[config.mk]
export PLATFORM = sky130hd
export DESIGN_NAME = seg_scan_ctrl
export DESIGN_NICKNAME = d
export VERILOG_FILES = /design/src/rtl/seg_pkg.sv /design/src/rtl/segment.sv /design/src/rtl/seg_scan_ctrl.sv
export SDC_FILE = /design/constraint.sdc
export NUM_CORES = 1
export LEC_CHECK = 0
export BUFFER_PORTS_ARGS = -buffer_cell sky130_fd_sc_hd__buf_2
export CAP_MARGIN = 30
export CORE_UTILIZATION = 55
export CTS_BUF_LIST = sky130_fd_sc_hd__clkbuf_16
export CTS_CLUSTER_SIZE = 14
export DETAILED_ROUTE_END_ITERATION = 12
export HOLD_SLACK_MARGIN = 0.08
export PLACE_DENSITY = 0.79
export SLEW_MARGIN = 20
export SYNTH_ARGS = -nofsm -noshare
export SYNTH_HDL_FRONTEND = slang
export SYNTH_SLANG_ARGS = --single-unit
[constraint.sdc]
create_clock -name clk -period 4.5 [get_ports clk]
set_clock_uncertainty 0.15 [all_clocks]
set_input_delay 0.675 -clock clk [delete_from_list [all_inputs] [get_ports clk]]
set_output_delay 0.675 -clock clk [all_outputs]
set_load 0.1 [all_outputs]
[src/rtl/seg_pkg.sv]
// Shared types and constants for the 7-segment scan controller.
package seg_pkg;

    typedef enum logic {
        BLANK = 1'b0,
        DRIVE = 1'b1
    } state_t;

    localparam logic [6:0] SEG_OFF = 7'h7F;

    typedef struct packed {
        logic [3:0] data;
        logic       en;
        logic       blink;
    } digit_t;

endpackage

[src/rtl/segment.sv]
// Hex to common-anode 7-segment decoder; output bits are {g..a}, active-low.
module segment
    import seg_pkg::*;
(
    input  logic [3:0] hex_i,
    output logic [6:0] seg_o
);

    always_comb begin
        // NOTE: default first so every path assigns seg_o and no latch is inferred.
        seg_o = SEG_OFF;
        case (hex_i)
            4'h0: seg_o = 7'b1000000;
            4'h1: seg_o = 7'b1111001;
            4'h2: seg_o = 7'b0100100;
            4'h3: seg_o = 7'b0110000;
            4'h4: seg_o = 7'b0011001;
            4'h5: seg_o = 7'b0010010;
            4'h6: seg_o = 7'b0000010;
            4'h7: seg_o = 7'b1111000;
            4'h8: seg_o = 7'b0000000;
            4'h9: seg_o = 7'b0010000;
            4'hA: seg_o = 7'b0001000;
            4'hB: seg_o = 7'b0000011;
            4'hC: seg_o = 7'b1000110;
            4'hD: seg_o = 7'b0100001;
            4'hE: seg_o = 7'b0000110;
            4'hF: seg_o = 7'b0001110;
            default: seg_o = SEG_OFF;
        endcase
    end

endmodule

[src/rtl/seg_scan_ctrl.sv]
// Round-robin scan of an N-digit common-anode display from a double-buffered
// digit store; shadow contents are committed to the active set only at frame boundaries.
module seg_scan_ctrl
    import seg_pkg::*;
#(
    parameter int NDIG         = 8,
    parameter int SCAN_DIV     = 1000,
    parameter int BLANK_CYC    = 4,
    parameter int BLINK_FRAMES = 64
) (
    input  logic                    clk,
    input  logic                    rst,
    input  logic                    wr_valid,
    output logic                    wr_ready,
    input  logic [$clog2(NDIG)-1:0] wr_idx,
    input  logic [3:0]              wr_data,
    input  logic                    wr_en,
    input  logic                    wr_blink,
    input  logic                    wr_last,
    output logic [NDIG-1:0]         an,
    output logic [6:0]              seg,
    output logic                    frame_tick
);

    localparam int IW   = $clog2(NDIG);
    localparam int CMAX = (SCAN_DIV > BLANK_CYC) ? SCAN_DIV : BLANK_CYC;
    localparam int CW   = $clog2(CMAX + 1);
    localparam int FW   = $clog2(BLINK_FRAMES + 1);

    localparam logic [CW-1:0] SCAN_LAST  = CW'(SCAN_DIV - 1);
    localparam logic [CW-1:0] BLANK_LAST = CW'(BLANK_CYC - 1);
    localparam logic [IW-1:0] DIG_LAST   = IW'(NDIG - 1);
    localparam logic [FW-1:0] FRAME_WRAP = FW'(BLINK_FRAMES);

    state_t          state_q, state_d;
    logic [IW-1:0]   digit_q, digit_d;
    logic [CW-1:0]   cnt_q, cnt_d;
    logic [FW-1:0]   frame_cnt_q, frame_cnt_d;
    logic            blink_phase_q, blink_phase_d;
    logic            pending_q, pending_d;
    logic [NDIG-1:0] an_q, an_d;
    logic [6:0]      seg_q, seg_d;
    logic            frame_tick_q, frame_tick_d;
    logic            boundary;
    logic            wr_fire;
    logic            lit_d;
    logic [6:0]      dec_seg;
    digit_t          next_entry;
    digit_t          shadow_q [NDIG];
    digit_t          active_q [NDIG];

    assign wr_fire  = wr_valid && !pending_q;
    assign wr_ready = ~pending_q;

    always_comb begin
        state_d  = state_q;
        digit_d  = digit_q;
        cnt_d    = cnt_q + 1'b1;
        boundary = 1'b0;
        case (state_q)
            BLANK: begin
                if (cnt_q == BLANK_LAST) begin
                    state_d = DRIVE;
                    cnt_d   = '0;
                end
            end
            DRIVE: begin
                if (cnt_q == SCAN_LAST) begin
                    state_d = BLANK;
                    cnt_d   = '0;
                    if (digit_q == DIG_LAST) begin
                        digit_d  = '0;
                        boundary = 1'b1;
                    end else begin
                        digit_d = digit_q + 1'b1;
                    end
                end
            end
            default: ;
        endcase
    end

    always_comb begin
        frame_cnt_d   = frame_cnt_q;
        blink_phase_d = blink_phase_q;
        pending_d     = pending_q;
        if (boundary) begin
            pending_d   = 1'b0;
            frame_cnt_d = frame_cnt_q + 1'b1;
            if (frame_cnt_d == FRAME_WRAP) begin
                frame_cnt_d   = '0;
                blink_phase_d = ~blink_phase_q;
            end
        end
        // A last-write landing in the boundary cycle re-arms the next commit.
        if (wr_fire && wr_last) begin
            pending_d = 1'b1;
        end
    end

    // Decode the entry that will be on the pins next cycle, so outputs can be registered.
    assign next_entry = active_q[digit_d];

    segment u_segment (
        .hex_i (next_entry.data),
        .seg_o (dec_seg)
    );

    always_comb begin
        lit_d        = (state_d == DRIVE) && next_entry.en
                       && !(next_entry.blink && blink_phase_q);
        an_d         = '1;
        seg_d        = SEG_OFF;
        if (lit_d) begin
            an_d[digit_d] = 1'b0;
            seg_d         = dec_seg;
        end
        frame_tick_d = (state_d == DRIVE) && (digit_d == DIG_LAST) && (cnt_d == SCAN_LAST);
    end

    always_ff @(posedge clk or posedge rst) begin
        if (rst) begin
            state_q       <= BLANK;
            digit_q       <= '0;
            cnt_q         <= '0;
            frame_cnt_q   <= '0;
            blink_phase_q <= 1'b0;
            pending_q     <= 1'b0;
            an_q          <= '1;
            seg_q         <= SEG_OFF;
            frame_tick_q  <= 1'b0;
            // NOTE: the digit store is reset on purpose so a reset always yields a dark display.
            for (int i = 0; i < NDIG; i++) begin
                shadow_q[i] <= '0;
                active_q[i] <= '0;
            end
        end else begin
            state_q       <= state_d;
            digit_q       <= digit_d;
            cnt_q         <= cnt_d;
            frame_cnt_q   <= frame_cnt_d;
            blink_phase_q <= blink_phase_d;
            pending_q     <= pending_d;
            an_q          <= an_d;
            seg_q         <= seg_d;
            frame_tick_q  <= frame_tick_d;
            if (boundary && pending_q) begin
                active_q <= shadow_q;
            end
            if (wr_fire && (32'(wr_idx) < NDIG)) begin
                shadow_q[wr_idx] <= '{data: wr_data, en: wr_en, blink: wr_blink};
            end
        end
    end

    assign an         = an_q;
    assign seg        = seg_q;
    assign frame_tick = frame_tick_q;

endmodule

Word level (Yosys, flattened, before mapping)
Memory sizes are Yosys's and may differ from the RTL's. Cells that the tools add are included.

Bits in read-only memories: 112. Register bits: 135. Input port bits: 13. Output and inout bits: 17. Memories: 1.

Memories: (name not given) (words 16, bits a word 7, rd ports 1, clocked after Yosys merged registers in 0, write ports 0, RTL line segment.sv:12) `case (hex_i)`.

Add/sub/neg operators: 3. Reduce and logical (&&, ||, !) cells: 14. Muxes and demuxes: 25. Eq/ne operators: 6. Magnitude comparators: 5. Bitwise gates (word level): 6.

Operators with widths (number): 48-bit bitwise mux (1); 10-bit equality test, second input constant (2); 10-bit 2-to-1 mux (2); 10-bit one-hot mux with 2 select lines (1); 6-bit binary-select mux with 3-bit select (1); 6-bit demux with 3-bit select (1); 6-bit 2-to-1 mux (3); 7-bit 2-to-1 mux (2); 10-bit by 1-bit adder with 10-bit output, second input constant (1); 10-bit by 2-bit equality test with 1-bit output, second input constant (1); 1-bit logical AND (10); 3-bit 2-to-1 mux (3); 4-bit >= comparator, second input constant (2); 1-bit 2-to-1 mux (8); 8-bit 2-to-1 mux (1); 3-bit inverter with 4-bit output (2); 8-bit inverter (1); 7-bit by 1-bit adder with 7-bit output, second input constant (1); 7-bit equality test, second input constant (1); 3-bit equality test, second input constant (2); 3-bit by 4-bit less-than comparator with 1-bit output, second input constant (1); 4-bit by 1-bit less-than comparator with 1-bit output, second input constant (1); 3-bit by 1-bit adder with 3-bit output, second input constant (1); 1-bit demux with 3-bit select (1); other kinds (6) (9).

Logic depth before layout (Yosys ltp)
Gate-level depths: netlist of run 1.

Depth in word-level cells: 12. Gate-level depth with buffers: 15. Gate-level depth less buffers: 13.

By module
From an unflattened synthesis of run 1, not the netlist that was laid out.

Cells, all modules: 516. Area total of the unflattened synthesis: 6347.3 um^2.

Modules (own cells, without submodules): seg_scan_ctrl (seq. area each 3397.0 um^2, cells an instance 484, times used 1, area an instance 6072.1 um^2); segment (seq. area each 0.0 um^2, cells an instance 32, times used 1, area an instance 275.3 um^2).

Least setup slack after synthesis of run 1
Ideal clock, no wire load.

Path type: reg-to-reg. From: register digit_q[1]. To: register seg_q[3], in the netlist seg[3]. Setup time: 79 ps. Arrival: 3015 ps. Slack: 1257 ps. Clock period less this slack: 3243 ps. Cell stages (with the launch flop): 15. Cell sequence: dfrtp_1 > ha_1 > ha_1 > clkbuf_1 > nand2b_1 > or4_4 > o31ai_4 > a222oi_1 > and3_1 > clkbuf_1 > inv_1 > ha_1 > a21boi_0 > a211oi_1 > o21ai_0.

Word-level cells in the longest chain between the ends: 12.

Ends and longest elaborated chain: from (decl) (RTL line seg_scan_ctrl.sv:36) `logic [IW-1:0] digit_q, digit_d;`; from (signal assigned) (RTL line seg_scan_ctrl.sv:139) `digit_q <= digit_d;`; 3-bit by 1-bit adder with 3-bit output / 3-bit equality test (equally long branches) (RTL line seg_scan_ctrl.sv:75, seg_scan_ctrl.sv:71); 3-bit 2-to-1 mux (RTL line seg_scan_ctrl.sv:71) `if (digit_q == DIG_LAST) begin`; 3-bit 2-to-1 mux (RTL line seg_scan_ctrl.sv:68) `if (cnt_q == SCAN_LAST) begin`; 3-bit 2-to-1 mux * (RTL line seg_scan_ctrl.sv:60) `case (state_q)`; 3-bit inverter with 4-bit output (not written as such) * (RTL line seg_scan_ctrl.sv:102) `assign next_entry = active_q[digit_d];`; 6-bit binary-select mux with 3-bit select * (RTL line seg_scan_ctrl.sv:102); 6-bit 2-to-1 mux (not written as such) * (2 in series) (RTL line seg_scan_ctrl.sv:102); parallel branches: the longest is 3 deep, another holds memory read 16 x 7 bit; 7-bit 2-to-1 mux * (RTL line seg_scan_ctrl.sv:114) `if (lit_d) begin`; named net seg_d[3] (RTL line seg_scan_ctrl.sv:42) `logic [6:0] seg_q, seg_d;`; to (signal assigned) (RTL line seg_scan_ctrl.sv:145) `seg_q <= seg_d;`; to (decl) (RTL line seg_scan_ctrl.sv:42).

Mark *: on every way through the listed nets, which the timed path passes. The select of a mux whose other input is x is not followed. A chain may end at the register's enable or synchronous reset.

Worst setup path after layout of run 1
From: register digit_q[0]. To: register seg_q[3], in the netlist seg[3].

Same word-level chain as after synthesis.

==> results of run 1 <==
-- power by group through the flow --
stage	Clock (mW)	Sequential, mW	Combinational (mW)
after global placement	0	1.24	0.0420
after CTS	1.45	1.22	0.0474
final	1.43	1.22	0.0455
after detailed placement	0	1.24	0.0468
after floorplan	0	1.24	0.0225
after global routing	1.51	1.22	0.0524
-- flip-flops by register name (all words and copies together) (netlist names), 3 cells and up --
signal	count
active_q	48
an	8
cnt_q	10
digit_q	3
frame_cnt_q	7
seg	7
shadow_q	48
-- cell type report --
type                    instances  area share
flip-flops and latches        135       0.465
clock buffers                  17      0.0582
repair buffers                 36      0.0298
clock inverters                15      0.0255
inverters                      25      0.0132
well taps                     143      0.0245
multi-input cells             338       0.384
-- per-stage QoR --
stage	hold slack (ns)	cell area (µm²)	util	power (mW)	std cells
2_1_floorplan	0.291	6420	-	1.26	522
3_3_place_gp	0.315	6670	0.584	1.28	676
3_5_place_dp	0.313	6690	0.586	1.29	677
4_1_cts	0.149	7310	0.640	2.72	709
5_1_grt	0.161	7310	0.640	2.79	709
6_report	0.147	7310	0.640	2.70	709
-- cells in the final DEF (no fill, tap or decap), types with 9 or more instances in the layout --
master | synthesis | layout
dfrtp_1 | 120 | 120
mux2_2 | 97 | 97
nand2_1 | 38 | 37
buf_2 | 8 | 29
inv_1 | 25 | 24
nor2_1 | 23 | 23
nand3_1 | 18 | 18
clkbuf_16 | 0 | 17
dfstp_2 | 15 | 15
mux2i_1 | 12 | 12
xnor2_1 | 10 | 10
ha_1 | 10 | 10
o21ai_0 | 9 | 9
nand4_1 | 9 | 9
-- logic make-up (layout without fill, tap and decap cells) --
kind of cell | Yosys count | after routing | synth area share
compound gates | 62 | 62 | 0.0793
xor+xnor | 13 | 13 | 0.0177
fa+ha+maj | 10 | 10 | 0.0195
buf+inv | 49 | 93 | 0.0349
flops | 135 | 135 | 0.529
mux | 110 | 110 | 0.191
simple gates | 143 | 143 | 0.129
-- worst reg2reg max path: stages, from the launching register on --
cell and delay [ns]:
dfrtp_1 0.54, ha_1 0.28, ha_1 0.54, or4bb_1 0.43, nor4_1 0.25, or2_2 0.28
a222oi_1 0.16, o211ai_1 0.36, inv_1 0.18, ha_1 0.28, and3_2 0.19, a211oi_1 0.17
o21ai_0 0.12
-- worst max-delay path by stage --
stage / depth (start not counted) / slack (ns) / from / to
final: 12 / 0.44 / digit_q[0] / seg[3]
after global routing: 12 / 0.22 / digit_q[0] / seg[3]
after CTS: 12 / 0.44 / digit_q[0] / seg[3]
after detailed placement: 12 / 0.54 / digit_q[0] / seg[3]
after global placement: 12 / 0.73 / digit_q[0] / seg[3]
after floorplan: 1 / 0.09 / rst / active_q[0]
-- per-layer routing --
| metal | part of all wire | wire, µm | track usage |
|---|---|---|---|
| met2 | 0.49 | 6880 | 0.416 |
| met3 | 0.039 | 548 | 0.0758 |
| met5 | 0 | 0 | 0 |
| met4 | 0.035 | 490 | 0.138 |
| met1 | 0.44 | 6130 | 0.326 |
==> flow_metrics.tcl, run 1 <==
set metrics [dict create \
    outcome "finished, final reports clean" \
    power_switching_mw 0.587 \
    cts_num_sinks 135 \
    pwr-share-clk 0.531 \
    tns_ns 0 \
    routed_wl_um 14000 \
    end_kind "register" \
    post-route-period-util 0.903 \
    cts_tree "done" \
    first_global_vias 4279 \
    pre_cts_slack_ns 0.538 \
    r2r_cells 12 \
    initial_core_util 0.562 \
    synth_top_area_frac 0.468 \
    die-width_um 110 \
    antenna_found_initial 0 \
    clock_latency_ns 0.42 \
    ys_types 75 \
    arrival_ns 4.22 \
    r2r_slack_ns 0.44 \
    seq_power_share 0.452 \
    place.gp.congestion 0.906 \
    core_mm2 0.0114 \
    fp.dieH_um 110 \
    fin_crit_ns 4.06 \
    fillCellCount 880 \
    cpLargestDelayFamily "simple AND/OR/NAND/NOR gates" \
    crit_chain "ha_1 > ha_1 > or4bb_1 > nor4_1 > or2_2 > a222oi_1 > o211ai_1 > inv_1 > ha_1 > and3_2 > a211oi_1 > o21ai_0" \
    crit_type "reg -> reg" \
    worstMarginPinSlew_ns 0.905 \
    max_cap_viol_count 0 \
    multi_input_area_mm2 0.00280 \
    cts_setup_buffers 0 \
    reg2reg_to "seg[3]" \
    p_per_area_mw_per_mm2 369 \
    async_reset_ff_frac 1.00 \
    avgViaCountPerCell 6.01 \
    synth-seq-cells 135 \
    ctsHoldBuffers 0 \
    maxSlewViolCount 0 \
    drt_first_pass_iters 5 \
    combPwrFrac 0.017 \
    ioPinCount 30 \
    num_antenna_cells 0 \
    cp.required_ns 4.66 \
    synth.most_common_cell "dfrtp_1" \
    cts_max_level 4 \
    yosys_warnings 0 \
    cts_buffers 17 \
    synth-seq-area-share 0.529 \
    hp-class "in -> async" \
    critPathMaxFanout 15 \
    swShare 0.218 \
    syn_inst 522 \
    syn_area_mm2 0.00642 \
    drive_above_1_share 0.360 \
    grtUsageTotal 0.262 \
    critical_path.startpoint_type "register" \
    p_int_mw 2.11 \
    drt_iter0_drc 283 \
    slowest_stage "dfrtp_1" \
    ant_nets 0 \
    dpl.hpwl_um 9560 \
    rows 39 \
    cpMostUsedCell "ha_1" \
    peakVddDrop_mv 0.466 \
    setup_viol_count_final 0 \
    hold_violations 0 \
    grt_first_pass_wirelength_um 22900 \
    yosysTopAreaCell "dfrtp_1" \
    final_nets 576 \
    grt_max_degree 49 \
    slew_headroom 0.394 \
    synth_nets 545 \
    path_clk_slew_ns 0.06 \
    areaGrowthSynthToFinish_pct 13.8 \
    io_buffers 29 \
    root_buffer "clkbuf_16" \
    max_stage_delay_ns 0.54 \
    drc 0 \
    crit_buf_inv 1 \
    synthTopCellsByArea "dfrtp_1 47%, mux2_2 17%, dfstp_2 6.1%, nand2_1 2.2%, ha_1 1.9%" \
    rsz0062_at_grt "no" \
    cts_buffer_depth 2 \
    vias 4261 \
    synth_edf_count 0 \
    overflow 0 \
    syn_avg_cell_area_um2 12.3 \
    wl_per_cell_um 19.8 \
    seq_area_mm2 0.00340 \
    synth_ff_type "dfrtp_1" \
    r2r-start "digit_q[0]" \
    dieArea_mm2 0.0121 \
    synth_commonest_cells "120 x dfrtp_1, 97 x mux2_2, 38 x nand2_1" \
    cts.repair.resized 0 \
    max_clock_freq_mhz 246 \
    leakagePower_nw 3.45 \
    setup_ws_ns 0.436 \
]
Power figures use the tool's default switching activity.
==> inputs of run 2 (changes only) <==
PLACE_DENSITY = default   (was 0.79)
PLACE_DENSITY_LB_ADDON = 0.3   (was default)
==> run 2 against run 1 <==
Total power decreased by 1.0%. Design area decreased by 0.48%. First-iteration DRC count increased by 4.9%. Die area unchanged. Clock power about the same. Cell count decreased by 0.14%. Flip-flop and latch count unchanged. Sequential power about the same. Largest power group unchanged.
==> flow_metrics.tcl, run 2 (synthesized netlist as in run 1, its figures left out) <==
set metrics [dict create \
    drive_above_1_share 0.359 \
    reg2reg_to "seg[3]" \
    outcome "finished, final reports clean" \
    leakagePower_nw 3.44 \
    setup_viol_count_final 0 \
    rows 39 \
    wl_met3_um 631 \
    place.gp.congestion 0.863 \
    r2r_slack_ns 0.54 \
    grtUsageTotal 0.259 \
    utilization 0.637 \
    drc 0 \
    clock_latency_ns 0.43 \
    dieArea_mm2 0.0121 \
    design_area_mm2 0.00727 \
    r2r-start "digit_q[0]" \
    antenna_found_initial 0 \
    peakVddDrop_mv 0.442 \
    highest_layer "met4" \
    drt_first_pass_iters 5 \
    die-width_um 110 \
    cts_setup_buffers 0 \
    overflow 0 \
    wl_per_cell_um 19.7 \
    cpMostUsedCell "ha_1" \
    finalNonFillerCells 708 \
    arrival_ns 4.12 \
    slowest_stage "ha_1" \
    p_per_area_mw_per_mm2 367 \
    fp.dieH_um 110 \
    maxSlewViolCount 0 \
    vias 4283 \
    max_clock_freq_mhz 253 \
    root_buffer "clkbuf_16" \
    fin_crit_ns 3.96 \
    first_global_vias 4298 \
    grt_first_pass_wirelength_um 22600 \
    crit_buf_inv 1 \
    cts_buffer_depth 2 \
    end_kind "register" \
    cts_buffers 17 \
    drt_iter0_drc 297 \
    crit_type "reg -> reg" \
    worstMarginPinSlew_ns 0.850 \
    crit_chain "ha_1 > ha_1 > or4bb_1 > nor4_1 > or2_2 > a222oi_1 > o211ai_1 > inv_1 > ha_1 > and3_2 > a211oi_1 > o21ai_0" \
    areaGrowthSynthToFinish_pct 13.2 \
    ctsHoldBuffers 0 \
    largestRegisters "active_q x48, shadow_q x48, cnt_q x10" \
    grt_max_degree 59 \
    num_antenna_cells 0 \
    place_area_mm2 0.00667 \
    slew_headroom 0.431 \
    ant_nets 0 \
    post-route-period-util 0.880 \
    critPathMaxFanout 15 \
    hold_violations 0 \
    cp.required_ns 4.66 \
    cpLargestDelayFamily "simple AND/OR/NAND/NOR gates" \
    layout_common_cells "120 x dfrtp_1, 97 x mux2_2, 37 x nand2_1, 29 x buf_2, 25 x inv_1" \
    hp-class "in -> async" \
    routed_wl_um 14000 \
    cts_max_level 4 \
    wl_met1_um 6220 \
    cts_num_sinks 135 \
    avgViaCountPerCell 6.05 \
    initial_core_util 0.562 \
    io_buffers 29 \
    rsz0062_at_grt "no" \
    max_cap_viol_count 0 \
    core_mm2 0.0114 \
    cts_tree "done" \
    max_stage_delay_ns 0.55 \
    placed_cells 676 \
    critical_path.startpoint_type "register" \
    layout_commonest_cell "dfrtp_1" \
    final_nets 575 \
    ioPinCount 30 \
    tns_ns 0 \
    path_clk_slew_ns 0.06 \
    r2r_cells 12 \
    route.met2.wl_um 6770 \
    dpl.hpwl_um 9750 \
    cts.repair.resized 0 \
]
[run 2: cell types whose count changed in the layout (fill, tap and decap cells not counted)]
cell	before	now
buf_16	1	0
clkinv_1	1	0
inv_6	7	3
clkinv_4	1	3
clkinv_2	0	2
inv_1	24	25
[run 2: power breakdown]
part	switching [mW]	internal, mW
sequential	0.00165	1.22
combinational	0.0336	0.00872
clock	0.536	0.873
total	0.572	2.10
[run 2: worst max-delay path by stage]
stage	cells after the start	slack, ns	start	end
after global routing	12	0.29	digit_q[0]	seg[3]
after global placement	12	0.71	digit_q[0]	seg[3]
after floorplan	1	0.09	rst	active_q[0]
final	12	0.54	digit_q[0]	seg[3]
after CTS	12	0.58	digit_q[0]	seg[3]
after detailed placement	12	0.60	digit_q[0]	seg[3]
[run 2: final cells by class]
cell class / instances / area (µm²)
Fill cell: 870 / 4150
Sequential cell: 135 / 3400
Multi-Input combinational cell: 338 / 2800
Clock buffer: 17 / 425
Timing Repair Buffer: 35 / 190
Clock inverter: 15 / 179
Tap cell: 143 / 179
Inverter: 25 / 96.3
[run 2: metal layers]
| layer | vias up | global-route usage |
|---|---|---|
| met5 | - | 0 |
| li1 | 1967 | - |
| met1 | 2192 | 0.337 |
| met3 | 22 | 0.0700 |
| met2 | 102 | 0.413 |
| met4 | 0 | 0.103 |
[run 2: stage by stage]
| stage | hold WS (ns) | total power, mW | setup slack (ns) |
|---|---|---|---|
| after detailed placement | 0.331 | 1.29 | 0.600 |
| after global routing | 0.282 | 2.74 | 0.287 |
| final | 0.218 | 2.67 | 0.540 |
| after global placement | 0.312 | 1.28 | 0.713 |
| after floorplan | 0.291 | 1.26 | 0.0887 |
| after CTS | 0.238 | 2.70 | 0.577 |
